## config.mk

```make
export PLATFORM = sky130hd
export DESIGN_NAME = serial_adder
export DESIGN_NICKNAME = d
export VERILOG_FILES = /design/src/rtl/serial_adder.sv
export SDC_FILE = /design/constraint.sdc
export NUM_CORES = 1
export LEC_CHECK = 0
export BUFFER_PORTS_ARGS = -buffer_cell sky130_fd_sc_hd__buf_2
export CAP_MARGIN = 20
export CORE_MARGIN = 2
export CORE_UTILIZATION = 45
export CTS_BUF_LIST = sky130_fd_sc_hd__clkbuf_8
export DETAILED_ROUTE_END_ITERATION = 10
export PLACE_DENSITY = 0.74
export SETUP_SLACK_MARGIN = 0.1
export SYNTH_ARGS = -nofsm -noshare
export SYNTH_HDL_FRONTEND = slang
export SYNTH_SLANG_ARGS = --single-unit
export TNS_END_PERCENT = 30
```

## constraint.sdc

```tcl
create_clock -name clk -period 1.4 [get_ports clk]
set_input_delay 0.21 -clock clk [delete_from_list [all_inputs] [get_ports clk]]
set_output_delay 0.21 -clock clk [all_outputs]
set_load 0.005 [all_outputs]
```

## src/rtl/serial_adder.sv

```systemverilog
// Bit-serial adder: one full-adder cell, LSB first; done pulses WIDTH edges after the accepting start.
// start is accepted only while busy=0 (including the done cycle); starts during a run are dropped.
module serial_adder #(
  parameter int WIDTH = 8
) (
  input  logic             clk,
  input  logic             rst,
  input  logic             start,
  input  logic [WIDTH-1:0] a,
  input  logic [WIDTH-1:0] b,
  output logic             busy,
  output logic             done,
  output logic [WIDTH-1:0] sum,
  output logic             carry_out
);

  localparam int CW = (WIDTH > 1) ? $clog2(WIDTH) : 1;

  typedef enum logic {
    IDLE = 1'b0,
    RUN  = 1'b1
  } state_t;

  state_t           state;
  logic [WIDTH-1:0] a_sr;
  logic [WIDTH-1:0] b_sr;
  logic [WIDTH-1:0] s_sr;
  logic [CW-1:0]    cnt;
  logic             carry;

  logic             s_bit;
  logic             c_next;
  logic [WIDTH:0]   s_ext;
  logic [WIDTH-1:0] s_next;
  logic             last_bit;

  always_comb begin
    s_bit    = a_sr[0] ^ b_sr[0] ^ carry;
    c_next   = (a_sr[0] & b_sr[0]) | (carry & (a_sr[0] ^ b_sr[0]));
    // The new bit enters from the MSB side; the widened vector keeps WIDTH=1 legal.
    s_ext    = {s_bit, s_sr};
    s_next   = s_ext[WIDTH:1];
    last_bit = (cnt == CW'(WIDTH - 1));
  end

  always_ff @(posedge clk) begin
    if (rst) begin
      state     <= IDLE;
      busy      <= 1'b0;
      done      <= 1'b0;
      sum       <= '0;
      carry_out <= 1'b0;
      a_sr      <= '0;
      b_sr      <= '0;
      s_sr      <= '0;
      cnt       <= '0;
      carry     <= 1'b0;
    end else begin
      done <= 1'b0;
      case (state)
        IDLE: begin
          if (start) begin
            a_sr  <= a;
            b_sr  <= b;
            carry <= 1'b0;
            cnt   <= '0;
            busy  <= 1'b1;
            state <= RUN;
          end
        end
        RUN: begin
          s_sr  <= s_next;
          a_sr  <= a_sr >> 1;
          b_sr  <= b_sr >> 1;
          carry <= c_next;
          if (last_bit) begin
            sum       <= s_next;
            carry_out <= c_next;
            done      <= 1'b1;
            busy      <= 1'b0;
            cnt       <= '0;
            state     <= IDLE;
          end else begin
            cnt <= cnt + CW'(1);
          end
        end
        default: state <= IDLE;
      endcase
    end
  end

endmodule

```

==> results by group, run 1 <==
Synth
  • Sequential fraction of the synthesis area: 45.3%
  • Post-synth net total: approximately 190
  • Number of distinct library cells after synthesis: 21
  • Synthesized area per cell: 10.4 um2
  • Cell Area, Synth: 0.00172 mm2
  • Synthesized netlist cell count: 165
  • #FFs+latches synth: 39
  • Synth warnings: 0

Placement
  • Hpwl dp: 2220 um
  • PortBufs: 29
  • DP Cell Count: 230
  • Placement Cell Area: 0.00189 mm2
  • Routability Congestion: 0.708

Critical path
  • Critical Path Max Stage Delay: approximately 0.38 ns
  • Crit-path max FO: 3
  • Top Family by Delay on Critical Path: adder cells
  • WP buf/inv: 0
  • Worst path most repeated cell: ha_2
  • Crit end category: flop
  • CP startpoint kind: flop
  • CP max-delay cell: or3b_1
  • WP data arrival: ~1.5 ns
  • R2R setup slack: 0.1 ns
  • Critical Path RT: 1.62 ns
  • WS Path Type: reg -> reg
  • Critical-path cell list: ha_2 > ha_2 > or3b_1 > a21oi_2

Pwr
  • Static Leak: 0.838 nW
  • VDD IR-drop max: 0.463 mV
  • PwrDens: about 1100 mW/mm2

Layout
  • Post-route cell area: around 0.0020 mm2
  • Fin cells: 238
  • Most frequent cells in the layout: dfxtp_1 (38), buf_2 (29), mux2i_1 (23)
  • Commonest non-fill, non-tap cell in the layout: dfxtp_1
  • Ant diodes: 0
  • Fill cell count: ~340
  • Nets: 212
  • Area delta synth->final: 15.5%
  • Layout cells sized above 1: 32.6%

GRT
  • Tot GR Track Use: 16.1%
  • Antenna violations before repair: 0
  • Congestion Overflow GR: 0
  • Vias in the first global route: 1,119
  • First-pass GRT wire length: slightly above 5000 um
  • Pin count of the biggest net entering global routing: 31

STA
  • Final setup fails: 0
  • RSZ-0062 raised after global routing: no
  • Worst slew margin: 62.3%
  • Pins Over Slew Limit: 0
  • Worst clock skew: 0.00644 ns
  • Worst slew pin tran: 0.565 ns
  • Hold Slack: 0.208 ns
  • Final hold vios: 0
  • Crit share post-route: slightly above 90%
  • Minimum clock period: approximately 1.3 ns
  • FMAX: around 770 MHz

Clock tree
  • Total number of H-tree levels: 2
  • Clk Latency, worst-skew pair: 0.29 ns
  • Clk buf depth: 2
  • Root buffer cell: clkbuf_8
  • Clock buffer count from CTS: 5
  • Sink Count: 39
  • CTS tree: done
  • Clock Pin Slew Worst Setup and Hold Paths: roughly 0.07 ns

Detailed routing
  • Vias: 1,273
  • DR pass1 iterations: 4
  • Drt first-iter violations: 65
  • WL final: 3230 um
  • Avg WL per Cell: 13.6 um
  • Final ANT Viol Nets: 0
  • DR vias/cell: 5.35
  • DR DRC count: 0

Floorplan
  • Cell Rows: 22
  • Die ar.: between 0.004 and 0.005 mm2
  • Die width: 65.9 um
  • IO Pins: 30
  • Die Y: 65.9 um
  • Starting Density: between 40% and 50%
  • Core ar.: ~0.0037 mm2

Job
  • Max-cap violations: 0

Hold path
  • Worst Hold Class: in -> reg

Outcome
  • Outcome: complete, no violations
stage by stage:
step | utilization (%) | setup WS, ns | TNS, ns | total power [mW]
2_1_floorplan | - | 0.127 | 0 | 1.39
3_3_place_gp | 51.6 | -0.0346 | -0.232 | 1.44
3_5_place_dp | 51.6 | -0.126 | -0.949 | 1.46
4_1_cts | 54.0 | 0.0699 | 0 | 2.16
5_1_grt | 54.4 | 0.0695 | 0 | 2.24
6_report | 54.4 | 0.0958 | 0 | 2.14
final cells by class:
cell class / instances / area [um2] / share of cell area, %
clock inverters: 3 / 12.5 / 0.628
repair buffers: 32 / 193 / 9.67
inverters: 1 / 3.75 / 0.188
well taps: 48 / 60.1 / 3.02
clock buffers: 5 / 68.8 / 3.45
flip-flops and latches: 39 / 782 / 39.3
multi-input cells: 110 / 872 / 43.8
worst min-delay path, delay by kind of cell:
kind	cells	cell delay, ns
buffers and inverters	1	0.07
and+or+nand+nor	1	0.11
muxes	1	0.06
layer usage:
metal	global-route usage (%)	wire, um	share of wire [%]
met5	0	0	0
met4	7.81	61	1.9
met3	5.96	202	6.3
met2	27.0	1610	50
met1	17.9	1360	42
cells by family after synthesis:
family | count (synthesis) | share of synthesized area [%]
adder cells (fa/ha/maj) | 4 | 3.34
flip-flops | 39 | 45.3
AO/OA/AOI/OAI | 39 | 18.7
buffers and inverters | 16 | 5.37
AND/OR/NAND/NOR | 44 | 14.0
multiplexers | 23 | 13.4
state kept, by name (all words and copies together) (netlist names):
register and count:
a_sr 8, busy 1, b_sr 8, s_sr 7, state 1, carry 1
cnt 3, sum 8, done 1, carry_out 1
cells in the mapped netlist:
master    instances  share of area [%]
dfxtp_1          39                 45
mux2i_1          23                 13
nor2b_1          14                5.1
a21oi_1          13                3.8
a21bo_2          10                5.8
nand3_1           9                2.6
nor2_1            9                2.0
a211oi_1          8                3.5
buf_2             8                2.3
a211oi_2          7                5.1
or3b_1            5                2.5
nand2_1           4               0.87
clkbuf_1          3               0.65
ha_1              3                2.2
buf_4             2               0.87
buf_6             2                1.3
nor3_1            2               0.58
a21oi_2           1               0.51
fa_1              1                1.2
inv_2             1               0.22
nand2b_1          1               0.36
timing repair:
action / in CTS / in global routing
setup buffers: 0 / 0
gates cloned: 0 / 0
setup endpoints to repair: 11 / 10
hold buffers: 0 / 0
gates resized for setup: 2 / 3
pin swaps: 0 / 2
power breakdown:
group,total (mW),leakage [nW],switching (mW),internal [mW]
Sequential,1.20,0.319,0.0381,1.16
Clock,0.702,0.0505,0.367,0.335
Combinational,0.238,0.469,0.121,0.117
Total,2.14,0.838,0.526,1.61
final timing paths:
check,startpoint,to,cells after the start
max,cnt[1],cnt[0],4
min,b[7],b_sr[7],3
max reg2reg,cnt[1],cnt[0],4
min reg2reg,s_sr[1],sum[0],2
(Power assumes the default switching activity.)
==> inputs of run 2 (changes only) <==
--- a/config.mk
+++ b/config.mk
@@ -9,9 +9,10 @@
 export CAP_MARGIN = 20
 export CORE_MARGIN = 2
 export CORE_UTILIZATION = 45
-export CTS_BUF_LIST = sky130_fd_sc_hd__clkbuf_8
+export CTS_BUF_LIST = sky130_fd_sc_hd__clkbuf_4 sky130_fd_sc_hd__clkbuf_8
 export DETAILED_ROUTE_END_ITERATION = 10
 export PLACE_DENSITY = 0.74
+export REMOVE_ABC_BUFFERS = 1
 export SETUP_SLACK_MARGIN = 0.1
 export SYNTH_ARGS = -nofsm -noshare
 export SYNTH_HDL_FRONTEND = slang
==> run 2 against run 1 <==
- highest routed layer unchanged
- register-to-register slack worse by 0.04 ns
- worst hold slack worse by 0.0055 ns
- utilization up 1.7 points
- global-route usage up 1.0 points
- cell count up 1.7%
- die area unchanged
- sequential cell count unchanged
==> results by group, run 2 (synthesis gave the netlist of run 1 again) <==
Clock tree
  • Sink Count: 39 (unchanged)
  • Root buffer cell: clkbuf_8 (unchanged)
  • Clock buffer count from CTS: 5 (unchanged)
  • Clk Latency, worst-skew pair: 0.29 ns (about the same)
  • # hold bufs at CTS: 0 (unchanged)
  • Clock Pin Slew Worst Setup and Hold Paths: 0.07 ns (about the same)
  • Clk buf depth: 2 (unchanged)
  • CTS tree: done (unchanged)
  • Total number of H-tree levels: 2 (unchanged)

STA
  • Crit share post-route: 96.3% (was 93.2%)
  • Worst slew margin: 62.2% (was 62.3%)
  • FMAX: 742 MHz (was 767 MHz)
  • Worst slew pin tran: 0.567 ns (was 0.565 ns)
  • Minimum clock period: 1.35 ns (was 1.30 ns)
  • Final setup fails: 0 (unchanged)
  • Setup ws final: 0.0523 ns (was 0.0958 ns)
  • Pins Over Slew Limit: 0 (unchanged)
  • Worst clock skew: 0.00272 ns (was 0.00644 ns)
  • RSZ-0062 raised after global routing: yes (was no)
  • Final hold vios: 0 (unchanged)

Layout
  • Biggest regs: a_sr: 8 flops, b_sr: 8 flops, sum: 8 flops (unchanged)
  • Nets: 216 (was 212)
  • Layout Utilization: 56.1% (was 54.4%)
  • Area delta synth->final: 19.2% (was 15.5%)
  • Most frequent cells in the layout: dfxtp_1 (36), buf_2 (29), mux2i_1 (23) (was dfxtp_1 (38), buf_2 (29), mux2i_1 (23))
  • Ant diodes: 0 (unchanged)
  • Layout cells sized above 1: 36.1% (was 32.6%)
  • Commonest non-fill, non-tap cell in the layout: dfxtp_1 (unchanged)
  • Post-route cell area: 0.00205 mm2 (was 0.00199 mm2)

GRT
  • First-pass GRT wire length: 5620 um (was 5150 um)
  • Antenna violations before repair: 0 (unchanged)
  • Tot GR Track Use: 17.1% (was 16.1%)
  • Congestion Overflow GR: 0 (unchanged)
  • Pin count of the biggest net entering global routing: 40 (was 31)
  • Vias in the first global route: 1,211 (was 1,119)

Job
  • Max-cap violations: 0 (unchanged)

Critical path
  • Crit-path max FO: 3 (unchanged)
  • Setup crit start: cnt[0] (was cnt[1])
  • CP startpoint kind: flop (unchanged)
  • Reg2reg start: cnt[0] (was cnt[1])
  • WP data arrival: 1.57 ns (was 1.52 ns)
  • Crit end category: flop (unchanged)
  • Reg2Reg Depth: 5 (was 4)
  • Critical Path RT: 1.62 ns (about the same)
  • WS Path Type: reg -> reg (unchanged)
  • Crit path capture: cnt[0] (unchanged)
  • Reg2reg end: cnt[0] (unchanged)
  • R2R setup slack: 0.05 ns (was 0.1 ns)

Placement
  • Hpwl dp: 2220 um (about the same)
  • PortBufs: 29 (unchanged)
  • Placement Cell Area: 0.00191 mm2 (was 0.00189 mm2)
  • DP Worst Slack: -0.161 ns (was -0.126 ns)
  • Routability Congestion: 0.731 (was 0.708)

Detailed routing
  • WL final: 3300 um (was 3230 um)
  • DR DRC count: 0 (unchanged)
  • Drt first-iter violations: 58 (was 65)
  • Vias: 1,260 (was 1,273)
  • DR pass1 iterations: 4 (unchanged)
  • DR vias/cell: 5.21 (was 5.35)
  • Final ANT Viol Nets: 0 (unchanged)
  • Avg WL per Cell: 13.6 um (about the same)

Pwr
  • Static Leak: 0.861 nW (was 0.838 nW)
  • VDD IR-drop max: 0.694 mV (was 0.463 mV)
  • PwrDens: 1110 mW/mm2 (was 1070 mW/mm2)

Floorplan
  • Starting Density: 47.1% (unchanged)
  • Die ar.: 0.00434 mm2 (unchanged)
  • IO Pins: 30 (unchanged)
  • Die width: 65.9 um (unchanged)
  • Cell Rows: 22 (unchanged)
  • Core ar.: 0.00366 mm2 (unchanged)
  • Die Y: 65.9 um (unchanged)

Outcome
  • Outcome: complete, no violations (unchanged)

Hold path
  • Worst Hold Class: in -> reg (unchanged)
run 2: what timing repair did:
item,in CTS,in global routing
setup buffers,0,0
gates resized for setup,8,1
endpoints found under the hold margin,0,0
setup endpoints to repair,11,5
pin swaps,1,0
run 2: stage by stage:
step	cells	hold slack, ns	power, mW	TNS, ns
after CTS	242	0.199	2.30	0
after global placement	234	0.458	1.44	-0.0253
after detailed placement	234	0.463	1.46	-0.696
after global routing	242	0.252	2.39	0
final	242	0.202	2.28	0
after floorplan	150	0.272	1.35	-9.38
run 2: worst min path at each step:
stage	startpoint	endpoint	cells past startpoint
after floorplan	rst	cnt[1]	1
after global placement	s_sr[1]	sum[0]	2
after detailed placement	s_sr[1]	sum[0]	2
after CTS	b[7]	b_sr[7]	3
after global routing	b[7]	b_sr[7]	3
final	b[7]	b_sr[7]	3
run 2: final cells by class:
cell class	count	area (um2)
Multi-Input combinational cell	110	892
Inverter	1	3.75
Sequential cell	39	785
Tap cell	48	60.1
Timing Repair Buffer	36	210
Fill cell	336	1610
Clock buffer	8	104
run 2: worst max-delay path, cell delays in order, from the launching register on:
cell     delay (ns)
dfxtp_2        0.34
ha_4           0.17
buf_4          0.13
ha_4           0.16
or3b_1         0.36
a21oi_2        0.12
run 2: report_power, final:
part | switching (mW) | leakage [nW] | internal (mW)
combinational | 0.120 | 0.486 | 0.118
sequential | 0.0387 | 0.320 | 1.16
clock | 0.370 | 0.0549 | 0.469
run 2: metal layers:
layer	global-route usage (%)	vias to the layer above	wire length, um
li1	-	637	-
met1	19.4	590	1450
met2	29.8	27	1620
met3	6.13	6	177
met4	5.47	0	44
met5	0	-	0
==> inputs of run 3 (changes only) <==
--- a/config.mk
+++ b/config.mk
@@ -12,8 +12,9 @@
 export CTS_BUF_LIST = sky130_fd_sc_hd__clkbuf_4 sky130_fd_sc_hd__clkbuf_8
 export DETAILED_ROUTE_END_ITERATION = 10
 export PLACE_DENSITY = 0.74
-export REMOVE_ABC_BUFFERS = 1
+export RECOVER_POWER = 25
 export SETUP_SLACK_MARGIN = 0.1
+export SKIP_CTS_REPAIR_TIMING = 1
 export SYNTH_ARGS = -nofsm -noshare
 export SYNTH_HDL_FRONTEND = slang
 export SYNTH_SLANG_ARGS = --single-unit
==> run 3 against run 2 <==
- clock-buffer cell count fell by 1
- via count decreased by 0.40%
- total power down 3.8%
- first-iteration DRC count grew 16%
- largest cell class unchanged
- sequential share of layout area up 0.95 points
- die area did not move
- worst hold slack improved by 0.010 ns
- register-to-register slack better by 0.06 ns
- sequential cell count is the same
- cell area fell by 2.7%
==> results by group, run 3 (synthesis gave the netlist of run 1 again) <==
GRT
  • First-pass GRT wire length: 5150 um (was 5620 um)
  • Vias in the first global route: 1,119 (was 1,211)
  • Tot GR Track Use: 16.1% (was 17.1%)
  • Antenna violations before repair: 0 (unchanged)
  • Congestion Overflow GR: 0 (unchanged)
  • Pin count of the biggest net entering global routing: 31 (was 40)

Layout
  • Area of the multi-input gates: 872 um2 (was 892 um2)
  • Seq. cell area: 782 um2 (was 785 um2)
  • Biggest regs: a_sr: 8 flops, b_sr: 8 flops, sum: 8 flops (unchanged)
  • Nets: 212 (was 216)
  • Area delta synth->final: 15.9% (was 19.2%)
  • Fill cell count: 330 (was 336)
  • Ant diodes: 0 (unchanged)
  • Post-route cell area: 0.00200 mm2 (was 0.00205 mm2)
  • Commonest non-fill, non-tap cell in the layout: dfxtp_1 (unchanged)
  • Most frequent cells in the layout: dfxtp_1 (38), buf_2 (27), mux2i_1 (23) (was dfxtp_1 (36), buf_2 (29), mux2i_1 (23))
  • Layout cells sized above 1: 33.2% (was 36.1%)

Floorplan
  • Cell Rows: 22 (unchanged)
  • Die width: 65.9 um (unchanged)
  • Starting Density: 47.1% (unchanged)
  • Die ar.: 0.00434 mm2 (unchanged)
  • Core ar.: 0.00366 mm2 (unchanged)
  • Die Y: 65.9 um (unchanged)
  • IO Pins: 30 (unchanged)

Detailed routing
  • Drt first-iter violations: 67 (was 58)
  • DR DRC count: 0 (unchanged)
  • Final ANT Viol Nets: 0 (unchanged)
  • Avg WL per Cell: 13.3 um (was 13.6 um)
  • DR pass1 iterations: 4 (unchanged)
  • Vias: 1,255 (was 1,260)
  • WL final: 3180 um (was 3300 um)
  • DR vias/cell: 5.27 (was 5.21)

STA
  • Final hold vios: 0 (unchanged)
  • Worst clock skew: 0.00676 ns (was 0.00272 ns)
  • Crit share post-route: 92.1% (was 96.3%)
  • Worst slew pin tran: 0.632 ns (was 0.567 ns)
  • Minimum clock period: 1.29 ns (was 1.35 ns)
  • Pins Over Slew Limit: 0 (unchanged)
  • RSZ-0062 raised after global routing: no (was yes)
  • Worst slew margin: 57.9% (was 62.2%)
  • FMAX: 776 MHz (was 742 MHz)
  • Final setup fails: 0 (unchanged)

Clock tree
  • Clk Latency, worst-skew pair: 0.29 ns (about the same)
  • Total number of H-tree levels: 2 (unchanged)
  • Root buffer cell: clkbuf_8 (unchanged)
  • Clk buf depth: 2 (unchanged)
  • Sink Count: 39 (unchanged)
  • Clock buffer count from CTS: 5 (unchanged)
  • CTS tree: done (unchanged)
  • Clock Pin Slew Worst Setup and Hold Paths: 0.07 ns (about the same)

Critical path
  • CP max-delay cell: or3b_1 (unchanged)
  • Top Family by Delay on Critical Path: adder cells (was simple AND/OR/NAND/NOR gates)
  • CP Depth: 4 (was 5)
  • WP buf/inv: 0 (was 1)
  • Crit-path max FO: 3 (unchanged)
  • Critical-path cell list: ha_2 > ha_2 > or3b_1 > a21oi_2 (was ha_4 > buf_4 > ha_4 > or3b_1 > a21oi_2)
  • CP startpoint kind: flop (unchanged)
  • Reg2Reg Depth: 4 (was 5)
  • WP data arrival: 1.51 ns (was 1.57 ns)
  • Critical Path Max Stage Delay: 0.38 ns (was 0.36 ns)
  • Crit end category: flop (unchanged)
  • WS Path Type: reg -> reg (unchanged)
  • Critical Path RT: 1.62 ns (about the same)
  • Worst path most repeated cell: ha_2 (was ha_4)

Hold path
  • Worst Hold Class: in -> reg (unchanged)
  • WHS Path Cells: 3 (unchanged)

Pwr
  • PwrDens: 1100 mW/mm2 (was 1110 mW/mm2)
  • VDD IR-drop max: 0.464 mV (was 0.694 mV)
  • Pwr Total: 2.19 mW (was 2.28 mW)
  • Static Leak: 0.832 nW (was 0.861 nW)

Outcome
  • Outcome: complete, no violations (unchanged)

Placement
  • Routability Congestion: 0.708 (was 0.731)
  • PortBufs: 29 (unchanged)
  • Hpwl dp: 2220 um (about the same)
  • Placement Cell Area: 0.00189 mm2 (was 0.00191 mm2)

Job
  • Max-cap violations: 0 (unchanged)
## run 3: cell type report
cell class | count | area share [%]
clock buffers | 7 | 4.20
clock inverters | 1 | 0.250
multi-input cells | 110 | 43.6
flip-flops and latches | 39 | 39.1
inverters | 1 | 0.188
repair buffers | 32 | 9.58
well taps | 48 | 3.01
## run 3: routing by layer
layer | wire length, um | GRT usage (%)
met1 | 1370 | 17.9
met2 | 1570 | 27.0
met3 | 171 | 5.96
met4 | 59 | 7.81
met5 | 0 | 0
## run 3: metrics by stage
stage          util (%)  TNS, ns  hold WS, ns  worst slack [ns]  instances
2_1_floorplan         -        0        0.392             0.127        165
3_3_place_gp       51.6   -0.232        0.457           -0.0346        230
3_5_place_dp       51.6   -0.949        0.474            -0.126        230
4_1_cts            54.0    -1.00        0.204            -0.130        238
5_1_grt            54.6        0        0.210            0.0745        238
6_report           54.6        0        0.212             0.111        238
## run 3: worst paths after layout
| kind | from | endpoint | slack (ns) |
|---|---|---|---|
| hold reg to reg | s_sr[1] | sum[0] | 0.48 |
| hold / removal | b[7] | b_sr[7] | 0.21 |
| setup reg to reg | cnt[0] | cnt[0] | 0.11 |
| setup / recovery | cnt[0] | cnt[0] | 0.11 |
## run 3: where the power goes
group          switching (mW)  leakage [nW]  internal [mW]  total (mW)
clock                   0.365        0.0491          0.388       0.753
sequential             0.0377         0.319           1.16        1.20
combinational           0.120         0.464          0.118       0.238
## run 3: worst reg2reg max path: stages, from the launching register on
cell     delay (ns)
dfxtp_1        0.32
ha_2           0.20
ha_2           0.19
or3b_1         0.38
a21oi_2        0.13
